### src/rtl/zero_restore_shifter_32bit.sv
// ---------------------------------------------------------------------------
// zero_restore_shifter_32bit
//
// Multi-cycle logical right shifter that re-inserts a counted number of
// leading zeros. It undoes a normalize-by-NLZ step: given the normalized
// word and its NLZ / all-zero pair it rebuilds the original operand
// (o_data = i_data >> i_nlz, or 0 when i_all_zero). The shift advances four
// bits per cycle while at least four remain, then one bit per cycle.
//
// Ports:
//   i_clk       - clock, all state updates on the rising edge
//   i_rst       - synchronous active-high reset
//   i_valid     - request valid
//   o_ready     - request can be accepted (IDLE only)
//   i_data      - word to denormalize
//   i_nlz       - number of zeros to insert at the MSB end (0..31)
//   i_all_zero  - source word was all zeros; result is forced to 0
//   o_valid     - result valid (DONE only)
//   i_ready     - downstream accepts the result
//   o_data      - result word, registered (shift register contents)
//   o_state     - current FSM state, for observation only
//
// Handshake: a transfer happens on a rising edge where valid && ready are
// both high. The producer keeps valid and payload stable until that edge;
// the consumer's ready may change freely. o_ready and o_valid come straight
// from registers, never from inputs, and are never high together.
// ---------------------------------------------------------------------------
module zero_restore_shifter_32bit (
    input  logic        i_clk,
    input  logic        i_rst,
    input  logic        i_valid,
    output logic        o_ready,
    input  logic [31:0] i_data,
    input  logic [4:0]  i_nlz,
    input  logic        i_all_zero,
    output logic        o_valid,
    input  logic        i_ready,
    output logic [31:0] o_data,
    output logic [1:0]  o_state
);

    localparam logic [1:0] S_IDLE   = 2'd0;
    localparam logic [1:0] S_NIBBLE = 2'd1;
    localparam logic [1:0] S_BIT    = 2'd2;
    localparam logic [1:0] S_DONE   = 2'd3;

    logic [1:0]  state_q, state_d;
    logic [31:0] sh_q, sh_d;
    logic [4:0]  cnt_q, cnt_d;
    logic [4:0]  cnt_minus4;
    logic [4:0]  cnt_minus1;
    logic        accept;

    // Set while reset is applied so o_ready stays low during reset even
    // though the state register already reads IDLE.
    logic        in_rst_q;

    assign o_ready    = (state_q == S_IDLE) && !in_rst_q;
    assign o_valid    = (state_q == S_DONE);
    assign o_data     = sh_q;
    assign o_state    = state_q;
    assign accept     = i_valid && o_ready;

    // NIBBLE is only entered/kept with cnt >= 4 and BIT with cnt >= 1,
    // so neither subtraction can wrap.
    assign cnt_minus4 = cnt_q - 5'd4;
    assign cnt_minus1 = cnt_q - 5'd1;

    always_comb begin
        state_d = state_q;
        sh_d    = sh_q;
        cnt_d   = cnt_q;
        case (state_q)
            S_IDLE: begin
                if (accept) begin
                    if (i_all_zero) begin
                        sh_d    = 32'd0;
                        cnt_d   = 5'd0;
                        state_d = S_DONE;
                    end else begin
                        sh_d  = i_data;
                        cnt_d = i_nlz;
                        if (i_nlz == 5'd0) begin
                            state_d = S_DONE;
                        end else if (i_nlz >= 5'd4) begin
                            state_d = S_NIBBLE;
                        end else begin
                            state_d = S_BIT;
                        end
                    end
                end
            end
            S_NIBBLE: begin
                sh_d  = {4'b0000, sh_q[31:4]};
                cnt_d = cnt_minus4;
                if (cnt_minus4 >= 5'd4) begin
                    state_d = S_NIBBLE;
                end else if (cnt_minus4 != 5'd0) begin
                    state_d = S_BIT;
                end else begin
                    state_d = S_DONE;
                end
            end
            S_BIT: begin
                sh_d  = {1'b0, sh_q[31:1]};
                cnt_d = cnt_minus1;
                if (cnt_minus1 == 5'd0) begin
                    state_d = S_DONE;
                end
            end
            S_DONE: begin
                if (i_ready) begin
                    state_d = S_IDLE;
                end
            end
            default: begin
                state_d = S_IDLE;
            end
        endcase
    end

    always_ff @(posedge i_clk) begin
        if (i_rst) begin
            state_q  <= S_IDLE;
            sh_q     <= 32'd0;
            cnt_q    <= 5'd0;
            in_rst_q <= 1'b1;
        end else begin
            state_q  <= state_d;
            sh_q     <= sh_d;
            cnt_q    <= cnt_d;
            in_rst_q <= 1'b0;
        end
    end

endmodule

### config.mk
export PLATFORM = sky130hd
export DESIGN_NAME = zero_restore_shifter_32bit
export DESIGN_NICKNAME = d
export VERILOG_FILES = /design/src/rtl/zero_restore_shifter_32bit.sv
export SDC_FILE = /design/constraint.sdc
export NUM_CORES = 1
export LEC_CHECK = 0
export ABC_AREA = 1
export CAP_MARGIN = 25
export CORE_MARGIN = 5
export CORE_UTILIZATION = 24
export DETAILED_ROUTE_END_ITERATION = 8
export DONT_BUFFER_PORTS = 1
export PLACE_DENSITY = 0.45
export SETUP_SLACK_MARGIN = 0.05
export SKIP_LAST_GASP = 1
export SYNTH_ARGS = -nofsm -noshare
export SYNTH_HDL_FRONTEND = slang
export SYNTH_SLANG_ARGS = --single-unit
### constraint.sdc
create_clock -name i_clk -period 4.7 [get_ports i_clk]
set_input_delay 0.235 -clock i_clk [delete_from_list [all_inputs] [get_ports i_clk]]
set_output_delay 0.235 -clock i_clk [all_outputs]
set_load 0.01 [all_outputs]
==> impl_metrics.json, run 1 <==
{
  "cellPowerDensity_nw_per_um2": 715.6,
  "tightest_slew_ns": 0.9849,
  "netlist_area_um2": 2242,
  "antenna_found_initial": 0,
  "postCtsSetupRepairBufs": 0,
  "drive_gt1_share_pct": 5.096,
  "pwr-share-seq_pct": 39.0,
  "crit_fanout": 23,
  "min_path_cells": 2,
  "syn_nets": 374,
  "start_kind": "flop",
  "m1WireLength_mm": 3.124,
  "num-nets-final": 366,
  "clkSinkCount": 40,
  "final_hold_viol_count": 0,
  "ys_warn_count": 0,
  "worstReg2RegEnd": "o_data[25]",
  "drt_first_pass_iters": 4,
  "yosys_register_bits": 40,
  "synth_edf_count": 0,
  "grt_pass1_wl_mm": 11.28,
  "grt_pass1_vias": 2198,
  "utilization_pct": 26.79,
  "p_sw_share_pct": 48.53,
  "diodes": 0,
  "drt_wl_total_mm": 7.210,
  "p_int_uw": 903.2,
  "grt-ovfl-total": 0,
  "worst-path-buf-inv": 2,
  "slew_violations": 0,
  "dieArea_um2": 11380,
  "post_drt_wl_per_cell_um": 16.96,
  "path_delay_family": "simple AND/OR/NAND/NOR gates",
  "seq_area_frac_synth_pct": 35.71,
  "cts-root-buf": "clkbuf_8",
  "port_buffers": 0,
  "wl_met3_um": 496,
  "start_util_pct": 24.50,
  "rr_startpoint": "o_state[0]",
  "cts_tree": "done",
  "async_flop_share_pct": 0,
  "area_growth_pct": 9.375,
  "cp-end-kind": "flop",
  "pwr-share-clk_pct": 17.7,
  "ys.flop_type": "dfxtp_1",
  "htreeDepth": 2,
  "core_um2": 9153,
  "synth_cells": 321,
  "ioPinCount": 78,
  "status": "completed",
  "dpl.hpwl_mm": 5.138,
  "drv_cap": 0,
  "worstHoldStart": "i_data[28]",
  "synthTopCellsByArea": "dfxtp_1 (36%), a21oi_1 (9.6%), o21ai_0 (8.9%)",
  "fin_crit_sh_pct": 57.86,
  "yosysTopAreaCellShare_pct": 35.71,
  "maxUsedRoutingLayer": "met4",
  "vias": 2115,
  "grtUsageTotal_pct": 12.34,
  "cts_resized": 0,
  "die_h_um": 106.7,
  "clock-skew-final_ns": 0.006792,
  "grt_max_degree": 68,
  "rrSetupSlack_ns": 1.98,
  "slowest_stage": "nand2_1",
  "reg2reg_depth": 6,
  "drt_iter0_drc": 152,
  "synth_area_per_cell_um2": 6.985,
  "path_cells": "inv_1 -> ha_1 -> nand2_1 -> clkinv_1 -> a221oi_1 -> a21oi_1",
  "synth_common_cells": "nand2_1 (47), a21oi_1 (43), dfxtp_1 (40), inv_1 (40), o21ai_0 (40)",
  "max-vdd-ir-drop_v": 0.0003748,
  "worstSetupPathType": "reg2reg",
  "clockBufferDepth": 2,
  "rsz0062_at_grt": "no",
  "slowest_delay_ns": 0.65,
  "arrival_ns": 2.88,
  "holdWs_ns": 0.08825,
  "hold_buffers": 1,
  "gp_congestion": 0.8078,
  "p_comb_share_pct": 43.3,
  "ant_nets": 0,
  "clkTransAtPathRegs_ns": 0.09,
  "rows": 35,
  "synth.most_common_cell": "nand2_1",
  "clk_latency_ns": 0.30,
  "fin_setup_tns_ns": 0,
  "worst_hold_path_type": "in2reg",
  "vias_per_cell": 4.976,
  "yosysTopAreaCell": "dfxtp_1",
  "min_to": "o_data[28]",
  "die_x_um": 106.7,
  "leakage_uw": 0.0009395,
  "wl_met2_mm": 3.470,
  "relSlewSlack_pct": 34.27,
  "switching_power_uw": 851.6,
  "path_depth": 6,
  "cts_buffers": 5,
  "max_freq_mhz": 367.7,
  "worst-endpoint-required_ns": 4.86,
  "period_minus_slack_ns": 2.719,
  "route.detailed.drc": 0,
  "ys_types": 24,
  "final-setup-viol-count": 0
}
-- layer usage --
layer,global-route usage [%],vias to the layer above
met1,14.92,965
met3,3.974,10
met4,3.744,0
met5,0,-
li1,-,1083
met2,20.86,57
-- final cells by class --
| cell class | count | area (um2) |
|---|---|---|
| Fill cell | 1012 | 6700 |
| Sequential cell | 40 | 800.8 |
| Timing Repair Buffer | 3 | 45.04 |
| Multi-Input combinational cell | 220 | 1185 |
| Clock buffer | 6 | 82.58 |
| Tap cell | 111 | 138.9 |
| Inverter | 43 | 161.4 |
| Clock inverter | 2 | 38.79 |
-- per-stage QoR --
stage / std cells / worst slack (ns) / cell area, um2 / total power [uW]
floorplan: 321 / 3.072 / 2242 / 1277
global placement: 415 / 1.988 / 2293 / 1454
detailed placement: 416 / 1.897 / 2321 / 1463
CTS: 425 / 1.889 / 2452 / 1781
global route: 425 / 1.636 / 2452 / 1914
finish: 425 / 1.981 / 2452 / 1755
-- how the worst max path moves through the flow --
stage                          start    endpoint  slack, ns
after CTS                 o_state[0]  o_data[25]       1.89
final                     o_state[0]  o_data[25]       1.98
after detailed placement  o_state[0]  o_data[25]       1.90
after floorplan           o_state[0]  o_data[17]       3.07
after global placement    o_state[0]  o_data[18]       1.99
after global routing      o_state[0]  o_data[19]       1.64
-- power by group through the flow --
stage / Clock [uW] / Combinational [uW] / Sequential (uW)
6_report: 311 / 760 / 684
3_3_place_gp: 0 / 755 / 699
4_1_cts: 322 / 770 / 690
2_1_floorplan: 0 / 641 / 636
5_1_grt: 335 / 872 / 707
3_5_place_dp: 0 / 765 / 699
-- registers in the layout, indices dropped and copies added, names as in the netlist --
signal and flops:
o_data 32, cnt_q 5, o_state 2, in_rst_q 1
-- placed cells by master (no fill, tap or decap), types with 2 or more instances in the layout --
master	instances
a221oi_1	15
o22ai_1	14
a41oi_1	2
a31oi_1	4
nand2_1	47
clkbuf_8	6
inv_2	2
ha_1	11
a21oi_1	43
nand3_1	10
nor2_1	28
nand2_2	2
inv_1	40
o21ai_0	40
dfxtp_1	40
-- cells by family (layout without fill, tap and decap cells) --
logic type,count (synthesis),count (layout),synth area share (%)
adders and majority gates,11,11,6.138
buffers and inverters,61,54,11.44
and+or+nand+nor,90,90,16.18
DFF,40,40,35.71
AOI/OAI and AO/OA,119,119,30.52
(Power assumes the default switching activity.)
==> inputs of run 2 (changes only) <==
==> constraint.sdc (replaced) <==
create_clock -name i_clk -period 2.55 [get_ports i_clk]
set_input_delay 0.1275 -clock i_clk [delete_from_list [all_inputs] [get_ports i_clk]]
set_output_delay 0.1275 -clock i_clk [all_outputs]
set_load 0.01 [all_outputs]
==> run 2 against run 1 <==
Effect of this change:
- clock skew up 0.00050 ns
- count of clock-buffer cells in the layout down 1
- non-clock buffer count up 11
- highest routed layer unchanged
- die area unchanged
- maximum frequency up 34%
- sequential share of layout area down 1.3 points
- combinational power up 96%
- sequential power up 84%
- utilization up 1.1 points
==> impl_metrics.json, run 2 (same netlist as run 1, synthesis figures left out) <==
{
  "grt_max_degree": 43,
  "fin_area_um2": 2551,
  "cts_tree": "done",
  "max_freq_mhz": 494.4,
  "ioPinCount": 78,
  "rr_startpoint": "o_state[0]",
  "start_util_pct": 24.50,
  "switching_power_uw": 1584,
  "grt_pass1_wl_mm": 11.50,
  "drt_wl_total_mm": 7.169,
  "final_common_cell": "nand2_1",
  "final_hold_viol_count": 0,
  "status": "completed",
  "htreeDepth": 2,
  "start_kind": "flop",
  "cp-end-kind": "flop",
  "post_dp_cell_area_um2": 2356,
  "grt-ovfl-total": 0,
  "vias": 2164,
  "route.detailed.drc": 0,
  "relSlewSlack_pct": 74.61,
  "die_h_um": 106.7,
  "post_drt_wl_per_cell_um": 16.44,
  "p_int_uw": 1715,
  "crit_fanout": 12,
  "gp_congestion": 0.7985,
  "cts-root-buf": "clkbuf_8",
  "drt_iter0_drc": 82,
  "worstSetupPathType": "reg2reg",
  "diodes": 0,
  "clock-skew-final_ns": 0.007294,
  "clockBufferDepth": 2,
  "utilization_pct": 27.87,
  "fin_crit_sh_pct": 79.32,
  "multi_input_area_um2": 1185,
  "die_x_um": 106.7,
  "max-vdd-ir-drop_v": 0.0005350,
  "rsz0062_at_grt": "no",
  "port_buffers": 0,
  "area_growth_pct": 13.78,
  "slowest_stage": "dfxtp_1",
  "worstHoldStart": "i_data[15]",
  "reg2reg_depth": 7,
  "antenna_found_initial": 0,
  "drt_first_pass_iters": 4,
  "leakage_uw": 0.0009809,
  "arrival_ns": 2.20,
  "p_comb_share_pct": 45.2,
  "slowest_delay_ns": 0.44,
  "path_delay_family": "flip-flops",
  "num-nets-final": 377,
  "tightest_slew_ns": 0.3799,
  "fin_setup_tns_ns": 0,
  "cellPowerDensity_nw_per_um2": 1293,
  "cts_buffers": 5,
  "min_to": "o_data[15]",
  "dpl.hpwl_mm": 5.217,
  "vias_per_cell": 4.963,
  "p_sw_share_pct": 48.01,
  "period_minus_slack_ns": 2.023,
  "rrSetupSlack_ns": 0.53,
  "holdWs_ns": 0.009584,
  "worst_hold_path_type": "in2reg",
  "clkTransAtPathRegs_ns": 0.09,
  "grtUsageTotal_pct": 12.60,
  "pwr-share-clk_pct": 16.7,
  "ff_latch_area_um2": 800.8,
  "drv_cap": 0,
  "drive_gt1_share_pct": 6.154,
  "rows": 35,
  "ant_nets": 0,
  "core_um2": 9153,
  "pwr-share-seq_pct": 38.2,
  "clkSinkCount": 40,
  "dieArea_um2": 11380,
  "min_path_cells": 2,
  "worst-path-buf-inv": 2,
  "p_total_uw": 3299,
  "grt_pass1_vias": 2078,
  "clk_latency_ns": 0.30,
  "slew_violations": 0,
  "largest_reg_flops": 32,
  "path_cells": "inv_1 -> ha_1 -> nand2_1 -> buf_4 -> nor2_1 -> a221oi_1 -> a21oi_1",
  "worstReg2RegEnd": "o_data[25]",
  "final-setup-viol-count": 0,
  "worst-endpoint-required_ns": 2.73,
  "layout_common_cells": "nand2_1 (47), a21oi_1 (43), inv_1 (40), o21ai_0 (40), dfxtp_1 (40)",
  "n_fill_cell": 998
}
## run 2: power groups by stage
stage / clock (uW) / sequential [uW] / combinational [uW]
after floorplan: 0 / 1170 / 1180
after global placement: 0 / 1290 / 1470
after detailed placement: 0 / 1290 / 1490
after CTS: 575 / 1270 / 1500
after global routing: 597 / 1310 / 1720
final: 551 / 1260 / 1490
## run 2: worst max-delay path by stage
stage                     from    endpoint  slack, ns  cells past startpoint
finish              o_state[0]  o_data[25]       0.53                      7
CTS                 o_state[0]  o_data[25]       0.46                      7
detailed placement  o_state[0]  o_data[25]       0.49                      7
floorplan           o_state[0]  o_data[17]       0.92                      6
global placement    o_state[0]  o_data[25]       0.55                      7
global route        o_state[0]  o_data[25]       0.28                      7
## run 2: layout make-up
| type | count | share of cell area, % |
|---|---|---|
| Clock buffer | 5 | 2.697 |
| Clock inverter | 3 | 1.815 |
| Inverter | 43 | 6.327 |
| Multi-Input combinational cell | 220 | 46.44 |
| Sequential cell | 40 | 31.39 |
| Tap cell | 111 | 5.444 |
| Timing Repair Buffer | 14 | 5.885 |
## run 2: timing repair
item                                   CTS  global route
buffers inserted                         0             0
endpoints found under the hold margin   11             0
gates resized for setup                  0             0
hold buffers                             8             0
## run 2: through the flow
stage               setup slack, ns  instances
global route                 0.2773        436
global placement             0.5478        420
CTS                          0.4644        436
floorplan                    0.9219        321
finish                       0.5273        436
detailed placement           0.4874        420
## run 2: metal layers
metal  up-vias  routed length [um]  global-route usage [%]
li1       1106                   -                       -
met3         7                 496                   4.094
met2        59                3504                   21.49
met5         -                   0                       0
met4         0                  91                   3.379
met1       992                3077                   15.22
## run 2: worst register-to-register path, stage by stage (launching register included)
cell and delay (ns):
dfxtp_1 0.44, inv_1 0.13, ha_1 0.37, nand2_1 0.32, buf_4 0.27, nor2_1 0.06
a221oi_1 0.22, a21oi_1 0.10
